[config.mk]
export PLATFORM = sky130hd
export DESIGN_NAME = data_path
export DESIGN_NICKNAME = d
export VERILOG_FILES = /design/src/rtl/data_path.sv
export SDC_FILE = /design/constraint.sdc
export NUM_CORES = 1
export LEC_CHECK = 0
export CORE_UTILIZATION = 45
export CTS_BUF_LIST = sky130_fd_sc_hd__clkbuf_4
export DETAILED_ROUTE_END_ITERATION = 8
export GPL_TIMING_DRIVEN = 0
export SLEW_MARGIN = 20
export SYNTH_ARGS = -nofsm -noshare
export SYNTH_HDL_FRONTEND = slang
export SYNTH_SLANG_ARGS = --single-unit
export TNS_END_PERCENT = 20
[constraint.sdc]
create_clock -name clk -period 6.2 [get_ports clk]
set_clock_uncertainty 0.1 [all_clocks]
set_input_delay 0.62 -clock clk [delete_from_list [all_inputs] [get_ports clk]]
set_output_delay 0.62 -clock clk [all_outputs]
set_load 0.05 [all_outputs]
[src/rtl/data_path.sv]
// Datapath for the K-and-S processor: IR and decoder, 4x16 register file, ALU with
// registered flags, program counter and RAM address/data muxing.
package k_and_s_pkg;
    typedef enum logic [3:0] {
        I_NOP, I_BRANCH, I_BZERO, I_BNZERO, I_BNEG, I_BNNEG, I_BOV, I_BNOV,
        I_LOAD, I_STORE, I_MOVE, I_ADD, I_SUB, I_AND, I_OR, I_HALT
    } decoded_instruction_type;
endpackage

module data_path
    import k_and_s_pkg::*;
(
    input  logic                    clk,
    input  logic                    rst_n,
    input  logic                    branch,
    input  logic                    pc_enable,
    input  logic                    ir_enable,
    input  logic                    write_reg_enable,
    input  logic                    addr_sel,
    input  logic                    c_sel,
    input  logic                    flags_reg_enable,
    input  logic [1:0]              operation,
    output decoded_instruction_type decoded_instruction,
    output logic                    zero_op,
    output logic                    neg_op,
    output logic                    unsigned_overflow,
    output logic                    signed_overflow,
    output logic [4:0]              ram_addr,
    output logic [15:0]             data_out,
    input  logic [15:0]             data_in
);

    logic [15:0] ir;
    logic [4:0]  pc;
    logic [15:0] regs [4];

    logic [1:0]  sel_a;
    logic [1:0]  sel_b;
    logic [1:0]  sel_c;
    logic [15:0] bus_a;
    logic [15:0] bus_b;
    logic [15:0] bus_c;
    logic [15:0] alu_result;
    logic [16:0] add_full;
    logic [15:0] sub_result;
    logic        next_zero;
    logic        next_neg;
    logic        next_uovf;
    logic        next_sovf;

    // IR[7] carries no meaning in any instruction format.
    logic        unused_ir_bit;
    assign unused_ir_bit = ir[7];

    always_comb begin
        decoded_instruction = I_NOP;
        case (ir[15:8])
            8'h00:   decoded_instruction = I_NOP;
            8'h01:   decoded_instruction = I_BRANCH;
            8'h02:   decoded_instruction = I_BZERO;
            8'h03:   decoded_instruction = I_BNZERO;
            8'h04:   decoded_instruction = I_BNEG;
            8'h05:   decoded_instruction = I_BNNEG;
            8'h06:   decoded_instruction = I_BOV;
            8'h07:   decoded_instruction = I_BNOV;
            8'h81:   decoded_instruction = I_LOAD;
            8'h82:   decoded_instruction = I_STORE;
            8'h91:   decoded_instruction = I_MOVE;
            8'hA1:   decoded_instruction = I_ADD;
            8'hA2:   decoded_instruction = I_SUB;
            8'hA3:   decoded_instruction = I_AND;
            8'hA4:   decoded_instruction = I_OR;
            8'hFF:   decoded_instruction = I_HALT;
            default: decoded_instruction = I_NOP;
        endcase
    end

    // MOVE routes src onto both ports so an OR passes it through unchanged.
    always_comb begin
        sel_a = ir[3:2];
        sel_b = ir[1:0];
        sel_c = ir[6:5];
        case (decoded_instruction)
            I_MOVE: begin
                sel_a = ir[1:0];
                sel_c = ir[3:2];
            end
            I_ADD, I_SUB, I_AND, I_OR: sel_c = ir[5:4];
            default: sel_c = ir[6:5];
        endcase
    end

    assign bus_a    = regs[sel_a];
    assign bus_b    = regs[sel_b];
    assign data_out = regs[ir[6:5]];

    assign add_full   = {1'b0, bus_a} + {1'b0, bus_b};
    assign sub_result = bus_a - bus_b;

    always_comb begin
        alu_result = add_full[15:0];
        next_uovf  = 1'b0;
        next_sovf  = 1'b0;
        case (operation)
            2'b00: begin
                alu_result = add_full[15:0];
                next_uovf  = add_full[16];
                next_sovf  = (bus_a[15] == bus_b[15]) && (add_full[15] != bus_a[15]);
            end
            2'b01: begin
                alu_result = sub_result;
                next_uovf  = (bus_a < bus_b);
                next_sovf  = (bus_a[15] != bus_b[15]) && (sub_result[15] != bus_a[15]);
            end
            2'b10: alu_result = bus_a & bus_b;
            default: alu_result = bus_a | bus_b;
        endcase
    end

    assign next_zero = (alu_result == 16'h0000);
    assign next_neg  = alu_result[15];
    assign bus_c     = c_sel ? data_in : alu_result;

    always_ff @(posedge clk or negedge rst_n) begin
        if (!rst_n) begin
            ir <= '0;
        end else if (ir_enable) begin
            ir <= data_in;
        end
    end

    // Branch target comes from the pre-edge IR even when the IR loads on the same edge.
    always_ff @(posedge clk or negedge rst_n) begin
        if (!rst_n) begin
            pc <= '0;
        end else if (pc_enable) begin
            pc <= branch ? ir[4:0] : pc + 5'd1;
        end
    end

    always_ff @(posedge clk or negedge rst_n) begin
        if (!rst_n) begin
            for (int i = 0; i < 4; i++) begin
                regs[i] <= '0;
            end
        end else if (write_reg_enable) begin
            regs[sel_c] <= bus_c;
        end
    end

    always_ff @(posedge clk or negedge rst_n) begin
        if (!rst_n) begin
            zero_op           <= 1'b0;
            neg_op            <= 1'b0;
            unsigned_overflow <= 1'b0;
            signed_overflow   <= 1'b0;
        end else if (flags_reg_enable) begin
            zero_op           <= next_zero;
            neg_op            <= next_neg;
            unsigned_overflow <= next_uovf;
            signed_overflow   <= next_sovf;
        end
    end

    assign ram_addr = addr_sel ? pc : ir[4:0];

endmodule

## Word level (Yosys, flattened, before mapping)

Index checks and enable logic that the tools add are counted.

- Register bits: 89
- Bits in latches: 0
- RAM bits: 0
- Memory bits (read-only): 0
- Output and inout port bits: 29
- Logic and storage cells: 78
- Memories: 0

- $add $sub $neg: 3
- Multipliers: 0
- Div/mod/pow operators: 0
- Magnitude comparators: 6
- Equal/unequal tests: 26
- Shift operators: 0
- Multiplexer cells: 21
- Bitwise logic cells: 6
- Reduce and logical (&&, ||, !) cells: 6

Operator list:

| cell | number |
|---|---|
| $mux 16 | 8 |
| $bmux 16 s2 | 3 |
| $bwmux 64 | 1 |
| $eq 8x8->1 const B | 8 |
| $pmux 4 s15 | 1 |
| $pmux 16 s3 | 1 |
| $demux 16 s2 | 1 |
| $eq 8x3->1 const B | 4 |
| $eq 4x4->1 const B | 5 |
| $add 16x16->17 | 1 |
| $and 16x16->16 | 1 |
| $eq 8x2->1 const B | 2 |
| $logic_not 16->1 | 1 |
| $lt 16x16->1 | 1 |
| $or 16x16->16 | 1 |
| $sub 16x16->16 | 1 |
| $ge 3x3->1 const B | 4 |
| $not 2->3 | 4 |
| $mux 5 | 2 |
| $eq 8x1->1 const B | 1 |
| $add 5x1->5 const B | 1 |
| $pmux 1 s2 | 2 |
| $pmux 2 s2 | 1 |
| $reduce_or 4->1 | 1 |
| other kinds (8) | 12 |

## Depth between registers and ports, before layout

Gate-level depths: netlist of the first run.

- Depth after elaboration: 12
- Gate-level depth with buffers: 23
- Depth with buffers taken out: 21

## Worst setup path after synthesis of the first run

OpenSTA, ideal clock, no wires.

- Path kind: register to register
- Start point: reg ir[11]
- End point: reg regs[14] (netlist name)
- Setup time: 0.125 ns
- Arrival: 5.424 ns
- Required time: 5.975 ns
- Path slack: 0.551 ns
- Cell stages (with the launch flop): 24
- Path buffers: 3
- Clock period less this slack: 5.649 ns
- Cells stage by stage: dfrtp_1 > or4b_1 > buf_2 > nor3_1 > a211o_1 > a41o_1 > buf_2 > buf_1 > nand2_1 > nand2_1 > inv_1 > ha_1 > fa_1 > a21o_1 > a21oi_1 > o21bai_1 > a31oi_1 > nor2_1 > a31o_2 > o31a_1 > o311a_1 > nor3_2 > o21ai_1 > mux2_2

- Cells in the longest elaborated chain, start to end: 12
- Elaborated cells on any way between the ends: 41
- Those cells by class: add/sub: 2; order compare: 2; eq/ne: 20; mux: 11; bitwise: 4; reduce/logical: 2

RTL lines:

| what | RTL line | RTL |
|---|---|---|
| from (decl) | 33 | `logic [15:0] ir;` |
| from (signal assigned) | 128 | `ir <= data_in;` |
| $eq 8x8->1, or another cell as far along | 57 | `case (ir[15:8])` |
| $pmux 4 s15 (*) | 57 |  |
| named net decoded_instruction[1] | 23 | `output decoded_instruction_type decoded_instruction,` |
| $eq 4x4->1 | 83 | `case (decoded_instruction)` |
| $mux 2 | 83 |  |
| $not 2->3 (implied by the code) | 93 | `assign bus_a = regs[sel_a];` |
| $bmux 16 s2 | 93 |  |
| $mux 16 (implied by the code) (2 in a row) | 93 |  |
| $sub 16x16->16, or another cell as far along | 98 | `assign sub_result = bus_a - bus_b;` |
| $pmux 16 s3 | 104 | `case (operation)` |
| $mux 16 | 122 | `assign bus_c = c_sel ? data_in : alu_result;` |
| $bwmux 64 (*) | 147 | `regs[sel_c] <= bus_c;` |
| to (signal, indexed assignment) | 147 |  |
| to (decl) | 35 | `logic [15:0] regs [4];` |

The timed path passes the listed nets; every way through them passes the cells marked *. The select of a mux whose other input is x is not followed.
A chain may end at the register's enable or synchronous reset.

## Worst setup path in the final report of the first run

- Start point: reg ir[11]
- End point: reg regs[15] (netlist name)

- Cells in the longest elaborated chain, start to end: 12
- Elaborated cells on any way between the ends: 41
- Those cells by class: add/sub: 2; order compare: 2; eq/ne: 20; mux: 11; bitwise: 4; reduce/logical: 2

RTL lines:

| what | RTL line |
|---|---|
| $eq 8x8->1, or another cell as far along | 57 |
| $pmux 4 s15 (*) | 57 |
| $eq 4x4->1 | 83 |
| $mux 2 | 83 |
| $not 2->3 (implied by the code) | 93 |
| $bmux 16 s2 | 93 |
| $mux 16 (implied by the code) (2 in a row) | 93 |
| $sub 16x16->16, or another cell as far along | 98 |
| $pmux 16 s3 | 104 |
| $mux 16 | 122 |
| $bwmux 64 (*) | 147 |

Mark *: on every way between the ends. The rest lies on a longest branch, timed or not. The select of a mux whose other input is x is not followed.

==> metrics.txt, run 1 <==
number of enable flip-flop cells after synthesis 0; num ports 56; H-Tree Depth 3; Async SR Flop Fraction 100.0%; core box area 0.01612 mm2; pwr/cell area 551.8 mW/mm2; Final Max Slew Viols 0; Final Util 53.80%; layout cells sized above 1 22.14%; Root Buffer clkbuf_4; vias in the first global route 6159; TritonCTS clock tree built; synth warn 0; via count 6504; CTS buffer count 9; CTS Sinks 88; max cap viols 0; crit path max fanout 10; Final HPWL DP 17850 um; gr ovfl total 0; Total Routing Usage GR 27.50%; first-pass GRT wire length 36040 um; worst min-delay path category reg -> reg; CP Capture Type flip-flop; highest ir drop seen on vdd 0.3031 mV; Vias/cell 6.159; synthesized area per cell 9.840 um2; launch point of the worst reg-to-reg path ir[11]; RSZ-0062 raised after global routing false; Post-Syn Nets 844; post-synth cell types 77; PortBufs 51; CP required 6.48 ns; die width 131.4 um; die area 0.01727 mm2; final setup fails 0; min Tclk post-route 5.973 ns; hold slack 0.4117 ns; Top FF cell, synth dfrtp_1; FP Rows 46; Seq/Total Area, Yosys 29.22%; global placer's final weighted congestion 0.9067; Die H 131.4 um; DR pass1 iterations 5; source of the critical timing path ir[11]; clk slew on worst S/H paths 0.18 ns; post-route ant nets 0; cell count after synthesis 766; Antenna Cells 0; Final Net Count 913; largest net degree at the start of global routing 57; initial antenna violation count 0; Max clock buf depth 2; Arrival @ worst endpoint 6.25 ns; Crit Path Class reg -> reg; hold wc startpoint signed_overflow; leak pwr 0.003744 uW; Remaining DRCs 0; DR iter-0 viols 602; synthesis-stage register bit count 88; Final Hold Viols 0; Worst setup SP type flip-flop; f_max 0.1674 GHz; initial core utilization 46.77%; Tcrit/Tclk final 96.34%; layout filler cell count 1523; DR WL/cell 21.97 um; Worst Max-Slew Pin Slew 0.8929 ns; final WL 23200 um; status finished, final reports clean; synthesized cell area 0.007537 mm2; Syn-to-layout area delta 15.04%; Clock Latency Late Sink 0.50 ns; Rel. slew slack 40.47%
[Yosys cell counts (9+ instances only)]
library cell   n  share of area (%)
nor2_1        33                1.6
nand2_1       78                3.9
xnor2_1        9                1.0
o21ai_0       38                2.5
ha_1          49                8.1
nor3_1         9               0.60
o22ai_1       10               0.83
clkbuf_1      30                1.5
a31oi_1       11               0.91
mux2i_1       31                4.1
dfrtp_1       88                 29
mux2_2        87                 13
inv_1         52                2.6
a21oi_1       33                2.2
mux4_2        33                9.9
[where the power goes]
group	switching (uW)	internal, uW
clock network	236	169
registers	232	808
logic	1940	1400
total	2410	2380
[stage by stage]
stage                     setup slack (ns)  cells  total power (uW)  cell area (um2)  TNS (ns)
after floorplan                     0.5512    766              3391             7537         0
after detailed placement           -0.5131   1034              4264             8348    -8.979
after global routing              0.001514   1056              5126             8671         0
final                               0.2269   1056              4785             8671         0
after global placement             -0.4578   1033              4182             8318    -7.375
after CTS                        0.0002602   1050              4714             8569         0
[kinds of logic (layout without fill, tap and decap cells)]
kind of cell	after synthesis	after routing	synth area share (%)
AO/OA/AOI/OAI	181	181	16.52
XOR/XNOR	11	11	1.278
adder cells (fa/ha/maj)	51	51	8.665
buffers and inverters	95	169	4.880
flip-flops	88	88	29.22
multiplexers	152	152	27.16
AND/OR/NAND/NOR	188	188	12.28
[state kept, by name, indices dropped and copies added (netlist names)]
register / flops
ir: 15
regs: 64
neg_op: 1
signed_overflow: 1
unsigned_overflow: 1
zero_op: 1
pc: 5
[final cells by class]
class	instances	area (um2)	share of cell area, %
Multi-Input combinational cell	583	5055	58.30
Sequential cell	88	2203	25.41
Timing Repair Buffer	59	590.6	6.811
Tap cell	216	270.3	3.117
Inverter	53	198.9	2.294
Buffer	41	183.9	2.121
Clock inverter	7	101.3	1.169
Clock buffer	9	67.56	0.7792
[repair_timing]
item,CTS,global route
hold buffers,1,0
resized for setup,19,16
buffers inserted,0,6
pin swaps,1,3
endpoints found under the setup margin,34,24
hold endpoints to repair,32,0
[critical path, stage by stage, from the launching register on]
cell	delay [ns]
dfrtp_2	0.47
or4b_1	0.51
buf_2	0.19
or3_1	0.41
and2_1	0.17
buf_6	0.15
clkbuf_4	0.25
mux2i_1	0.18
nand2_1	0.07
nand2_1	0.20
inv_1	0.10
ha_1	0.24
nor2b_1	0.13
o21ai_0	0.30
a31oi_2	0.23
a311o_1	0.45
a31oi_1	0.28
o21ai_2	0.13
a211o_1	0.34
o21ai_0	0.24
nor3_2	0.10
mux2_2	0.33
mux2_2	0.27
[metal layers]
| layer | wire [um] | global-route usage, % | share of wire (%) |
|---|---|---|---|
| met5 | 0 | 0 | 0 |
| met4 | 442 | 8.656 | 1.9 |
| met3 | 1422 | 4.244 | 6.1 |
| met2 | 10340 | 41.27 | 45 |
| met1 | 11000 | 40.42 | 47 |
[worst paths after layout]
kind | to | slack, ns | cells past startpoint
max | regs[15] | 0.23 | 22
min | signed_overflow | 0.41 | 1
max reg2reg | regs[15] | 0.23 | 22
min reg2reg | signed_overflow | 0.41 | 1
max in group asynchronous | regs[58] | 4.80 | 3
min in group asynchronous | ir[8] | 0.50 | 2
[layout by cell type (no fill, tap or decap), types with 8 or more instances in the layout]
master / count
mux2_2: 87
mux2i_1: 30
and2_1: 8
a31oi_1: 10
a21oi_1: 32
o22ai_1: 10
clkdlybuf4s50_1: 50
o21ai_0: 36
mux4_2: 33
inv_1: 52
ha_1: 49
xnor2_1: 9
buf_4: 8
nor2_1: 32
nand2_1: 76
clkbuf_1: 27
dfrtp_1: 87
a21o_1: 8
clkbuf_4: 11
and3_1: 8
Power figures use the tool's default switching activity.
==> run 2: changes to the inputs <==
==> constraint.sdc (replaced) <==
create_clock -name clk -period 6.4 [get_ports clk]
set_clock_uncertainty 0.1 [all_clocks]
set_input_delay 0.64 -clock clk [delete_from_list [all_inputs] [get_ports clk]]
set_output_delay 0.64 -clock clk [all_outputs]
set_load 0.05 [all_outputs]
==> metrics.txt, run 2 (same netlist as run 1, synthesis figures left out) <==
status finished, final reports clean (unchanged); Final Net Count 911 (was 913); FP Rows 46 (unchanged); Worst setup SP type flip-flop (unchanged); gr ovfl total 0 (unchanged); dpl ws -0.3131 ns (was -0.5131 ns); initial core utilization 46.77% (unchanged); GRT busiest layer met2 (unchanged); post-route ant nets 0 (unchanged); Die H 131.4 um (unchanged); highest ir drop seen on vdd 0.2930 mV (was 0.3031 mV); CP Buf/Inv Count 4 (unchanged); dpl cells 1034 (unchanged); Max clock buf depth 2 (unchanged); Worst Max-Slew Pin Slew 0.8944 ns (was 0.8929 ns); launch point of the worst reg-to-reg path ir[11] (unchanged); DR pass1 iterations 5 (unchanged); Root Buffer clkbuf_4 (unchanged); slowest CP cell or4b_1 (unchanged); Arrival @ worst endpoint 6.46 ns (was 6.25 ns); biggest regs regs: 64 flops, ir: 15 flops, pc: 5 flops (unchanged); Rel. slew slack 40.37% (was 40.47%); Total Routing Usage GR 27.49% (was 27.50%); layout cells sized above 1 21.24% (was 22.14%); Final HPWL DP 17850 um (unchanged); pwr/cell area 535.3 mW/mm2 (was 551.8 mW/mm2); delay-heaviest family, CP compound AO/OA/AOI/OAI gates (unchanged); CTS buffer count 9 (unchanged); grt met1 use 40.34% (was 40.42%); vias in the first global route 6154 (was 6159); Crit path top cell by count nand2_1; GR Util met3 4.244% (unchanged); clk slew on worst S/H paths 0.18 ns (about the same); die width 131.4 um (unchanged); Tcrit/Tclk final 96.59% (was 96.34%); worst setup margin 0.2183 ns (was 0.2269 ns); CTS Sinks 88 (unchanged); PortBufs 51 (unchanged); Sequential Area 0.002203 mm2 (unchanged); Worst path max stage delay 0.51 ns (about the same); CP required 6.68 ns (was 6.48 ns); core box area 0.01612 mm2 (unchanged); leak pwr 0.003732 uW (was 0.003744 uW); DR WL/cell 22.08 um (was 21.97 um); source of the critical timing path ir[11] (unchanged); Remaining DRCs 0 (unchanged); largest net degree at the start of global routing 57 (unchanged); num ports 56 (unchanged); Clock Latency Late Sink 0.50 ns (about the same); multi-input logic area 0.005035 mm2 (was 0.005055 mm2); H-Tree Depth 3 (unchanged); worst min-delay path category reg -> reg (unchanged); Biggest register regs (unchanged); max cap viols 0 (unchanged); DR iter-0 viols 624 (was 602); die area 0.01727 mm2 (unchanged); Syn-to-layout area delta 14.57% (was 15.04%); initial antenna violation count 0 (unchanged); TritonCTS clock tree built (unchanged); Final Max Slew Viols 0 (unchanged); Crit Path Class reg -> reg (unchanged); f_max 0.1618 GHz (was 0.1674 GHz); worst path cell trace or4b_1 > buf_2 > or3_1 > and2_1 > buf_6 > clkbuf_4 > mux2i_1 > nand2_1 > nand2_1 > inv_1 > ha_1 > fa_1 > a21o_1 > a21oi_2 > o21bai_1 > a31oi_1 > nor2_1 > a31o_2 > o31a_1 > o311a_1 > nor3_4 > o21ai_1 > mux2_2 (was or4b_1 > buf_2 > or3_1 > and2_1 > buf_6 > clkbuf_4 > mux2i_1 > nand2_1 > nand2_1 > inv_1 > ha_1 > nor2b_1 > o21ai_0 > a31oi_2 > a311o_1 > a31oi_1 > o21ai_2 > a211o_1 > o21ai_0 > nor3_2 > mux2_2 > mux2_2); most frequent cells in the layout mux2_2 (87), dfrtp_1 (87), nand2_1 (78) (was mux2_2 (87), dfrtp_1 (87), nand2_1 (76)); CP Capture Type flip-flop (unchanged); max reg flops 64 (unchanged); hold wc startpoint signed_overflow (unchanged); Vias/cell 6.163 (was 6.159); fin cells 1054 (was 1056); min Tclk post-route 6.182 ns (was 5.973 ns); first-pass GRT wire length 36000 um (was 36040 um); Final Hold Viols 0 (unchanged); met2 usage 41.33% (was 41.27%); Antenna Cells 0 (unchanged); via count 6496 (was 6504); crit path max fanout 10 (unchanged); final setup fails 0 (unchanged); final WL 23270 um (was 23200 um); global placer's final weighted congestion 0.9067 (unchanged); layout filler cell count 1528 (was 1523)
## run 2: worst register-to-register path: cells and delay by family (launching register included)
family          cells  cell delay [ns]
compound gates      8             1.94
fa+ha+maj           2             0.65
buf+inv             4             0.67
flops               1             0.47
mux                 2             0.51
simple gates        7             1.71
## run 2: layer usage
metal	vias to the layer above	wire [um]
met4	0	479
met2	225	10370
li1	2970	-
met5	-	0
met1	3266	11050
met3	35	1380
## run 2: final timing paths
kind | end | slack, ns | cells past startpoint
max in group asynchronous | regs[58] | 4.96 | 3
min in group asynchronous | ir[10] | 0.52 | 2
max | regs[30] | 0.22 | 23
min | signed_overflow | 0.41 | 1
min reg2reg | signed_overflow | 0.41 | 1
max reg2reg | regs[30] | 0.22 | 23
## run 2: layout make-up
| type | count | area share, % |
|---|---|---|
| clock inverter | 7 | 1.174 |
| buffer | 41 | 2.130 |
| timing repair buffer | 57 | 6.665 |
| clock buffer | 9 | 0.7824 |
| inverter | 53 | 2.304 |
| tap | 216 | 3.130 |
| multi-input combinational | 583 | 58.30 |
| sequential | 88 | 25.51 |
## run 2: stage by stage
step,hold WS [ns],cell area (um2),total power [uW],utilization (%),setup TNS (ns)
2_1_floorplan,0.2444,7537,3285,-,0
3_3_place_gp,0.3727,8318,4052,51.61,-2.899
3_5_place_dp,0.3763,8348,4131,51.80,-4.373
4_1_cts,0.4141,8542,4546,53.00,0
5_1_grt,0.4223,8636,4949,53.59,-0.001301
6_report,0.4123,8636,4622,53.59,0
## run 2: where the power goes
group | internal [uW] | switching, uW
logic | 1350 | 1870
clock network | 163 | 229
registers | 783 | 225
total | 2300 | 2330
## run 2: repair_timing
item / 4_1_cts / 5_1_grt
buffers inserted: 0 / 4
pin swaps: 1 / 2
gates resized for setup: 12 / 19
gates cloned: 0 / 0
endpoints found under the hold margin: 18 / 0
endpoints found under the setup margin: 23 / 22
hold buffers: 1 / 0
==> run 3: changes to the inputs <==
--- a/config.mk
+++ b/config.mk
@@ -5,10 +5,12 @@
 export SDC_FILE = /design/constraint.sdc
 export NUM_CORES = 1
 export LEC_CHECK = 0
+export CAP_MARGIN = 20
 export CORE_UTILIZATION = 45
 export CTS_BUF_LIST = sky130_fd_sc_hd__clkbuf_4
 export DETAILED_ROUTE_END_ITERATION = 8
 export GPL_TIMING_DRIVEN = 0
+export SKIP_CTS_REPAIR_TIMING = 1
 export SLEW_MARGIN = 20
 export SYNTH_ARGS = -nofsm -noshare
 export SYNTH_HDL_FRONTEND = slang
==> metrics.txt, run 3 (same netlist as run 1, synthesis figures left out) <==
Worst path max stage delay 0.51 ns (about the same); TritonCTS clock tree built (unchanged); num ports 56 (unchanged); Worst R2R Setup Slack 0.20 ns (was 0.22 ns); vias in the first global route 6144 (was 6154); die area 0.01727 mm2 (unchanged); worst path cell trace or4b_1 > buf_2 > or3_1 > and2_1 > buf_6 > clkbuf_4 > mux2i_1 > nand2_1 > nand2_1 > inv_1 > ha_1 > fa_1 > a21o_1 > a21oi_2 > o21bai_1 > a31oi_1 > nor2_1 > a31o_2 > o31a_1 > o311a_1 > nor3_4 > o21ai_1 > mux2_2 (unchanged); Biggest register regs (unchanged); Crit path top cell by count nand2_1 (unchanged); Total Neg Setup Slack 0 ns (unchanged); first-pass GRT wire length 36000 um (about the same); Worst setup SP type flip-flop (unchanged); gr ovfl total 0 (unchanged); leak pwr 0.003732 uW (unchanged); Antenna Cells 0 (unchanged); slowest CP cell or4b_1 (unchanged); final setup fails 0 (unchanged); Total Routing Usage GR 27.45% (was 27.49%); Clock Latency Late Sink 0.50 ns (about the same); Worst Hold Path EP signed_overflow (unchanged); global placer's final weighted congestion 0.9067 (unchanged); DR WL/cell 22.09 um (was 22.08 um); highest ir drop seen on vdd 0.2935 mV (was 0.2930 mV); initial antenna violation count 0 (unchanged); reg2reg path depth 23 (unchanged); layout cells sized above 1 21.24% (unchanged); final WL 23290 um (was 23270 um); RSZ-0062 raised after global routing false; die width 131.4 um (unchanged); DR iter-0 viols 628 (was 624); initial core utilization 46.77% (unchanged); H-Tree Depth 3 (unchanged); core box area 0.01612 mm2 (unchanged); Root Buffer clkbuf_4 (unchanged); CP required 6.67 ns (was 6.68 ns); Arrival @ worst endpoint 6.47 ns (was 6.46 ns); delay-heaviest family, CP compound AO/OA/AOI/OAI gates (unchanged); Die H 131.4 um (unchanged); DR pass1 iterations 5 (unchanged); via count 6500 (was 6496); CP Buf/Inv Count 4 (unchanged); CTS Sinks 88 (unchanged); launch point of the worst reg-to-reg path ir[11] (unchanged); Vias/cell 6.167 (was 6.163); worst min-delay path category reg -> reg (unchanged); biggest regs regs: 64 flops, ir: 15 flops, pc: 5 flops (unchanged); min Tclk post-route 6.195 ns (was 6.182 ns); dpl cells 1034 (unchanged); Crit Path Class reg -> reg (unchanged); PortBufs 51 (unchanged); pwr/cell area 536.0 mW/mm2 (was 535.3 mW/mm2); most frequent cells in the layout mux2_2 (87), dfrtp_1 (87), nand2_1 (78) (unchanged); largest net degree at the start of global routing 57 (unchanged); CTS buffer count 9 (unchanged); Hold Path Depth 1 (unchanged); worst reg2reg endpoint regs[30] (unchanged); Worst Max-Slew Pin Slew 0.8911 ns (was 0.8944 ns); hold wc startpoint signed_overflow (unchanged); fin cells 1054 (unchanged); crit path max fanout 10 (unchanged); Remaining DRCs 0 (unchanged); max cap viols 0 (unchanged); Max clock buf depth 2 (unchanged); Final HPWL DP 17850 um (unchanged); Final Hold Viols 0 (unchanged); clk slew on worst S/H paths 0.18 ns (about the same); f_max 0.1614 GHz (was 0.1618 GHz); layout filler cell count 1528 (unchanged); Syn-to-layout area delta 14.57% (unchanged); Final Net Count 911 (unchanged); FP Rows 46 (unchanged); post-route ant nets 0 (unchanged); status finished, final reports clean (unchanged); CP Capture Type flip-flop (unchanged); Tcrit/Tclk final 96.80% (was 96.59%); max reg flops 64 (unchanged); Rel. slew slack 40.59% (was 40.37%); Final Max Slew Viols 0 (unchanged)
==> run 3: worst max path at each step <==
| stage | startpoint | to | slack, ns | cells after the start |
|---|---|---|---|---|
| 3_5_place_dp | ir[11] | zero_op | -0.31 | 20 |
| 6_report | ir[11] | regs[30] | 0.20 | 23 |
| 4_1_cts | ir[11] | zero_op | -0.38 | 20 |
| 5_1_grt | ir[11] | regs[60] | 0.002 | 22 |
| 3_3_place_gp | ir[11] | zero_op | -0.26 | 20 |
| 2_1_floorplan | ir[11] | regs[14] | 0.75 | 23 |
==> run 3: area by class of cell <==
type	instances	area, um2	share of cell area (%)
multi-input combinational	583	5035	58.30
sequential	88	2203	25.51
timing repair buffer	57	575.6	6.665
tap	216	270.3	3.130
inverter	53	198.9	2.304
buffer	41	183.9	2.130
clock inverter	7	101.3	1.174
clock buffer	9	67.56	0.7824
==> run 3: routing by layer <==
metal	vias up	global-route usage [%]	part of all wire [%]
li1	2968	-	-
met1	3284	40.37	48
met2	215	41.30	45
met3	33	4.244	5.3
met4	0	8.398	1.9
met5	-	0	0
==> run 3: where the power goes <==
part	total, uW	leakage [uW]	internal, uW	switching (uW)
logic	3230	0.00259	1350	1880
registers	1010	0.00105	783	227
clock network	391	0.0000905	163	228
total	4630	0.00373	2300	2330
==> run 3: through the flow <==
stage | setup slack (ns) | power (uW) | hold slack, ns | util, % | instance area, um2
finish | 0.2045 | 4629 | 0.4113 | 53.59 | 8636
global route | 0.001588 | 4948 | 0.4223 | 53.59 | 8636
CTS | -0.3787 | 4536 | -0.02784 | 52.85 | 8517
detailed placement | -0.3131 | 4131 | 0.3763 | 51.80 | 8348
global placement | -0.2578 | 4052 | 0.3727 | 51.61 | 8318
floorplan | 0.7512 | 3285 | 0.2444 | - | 7537
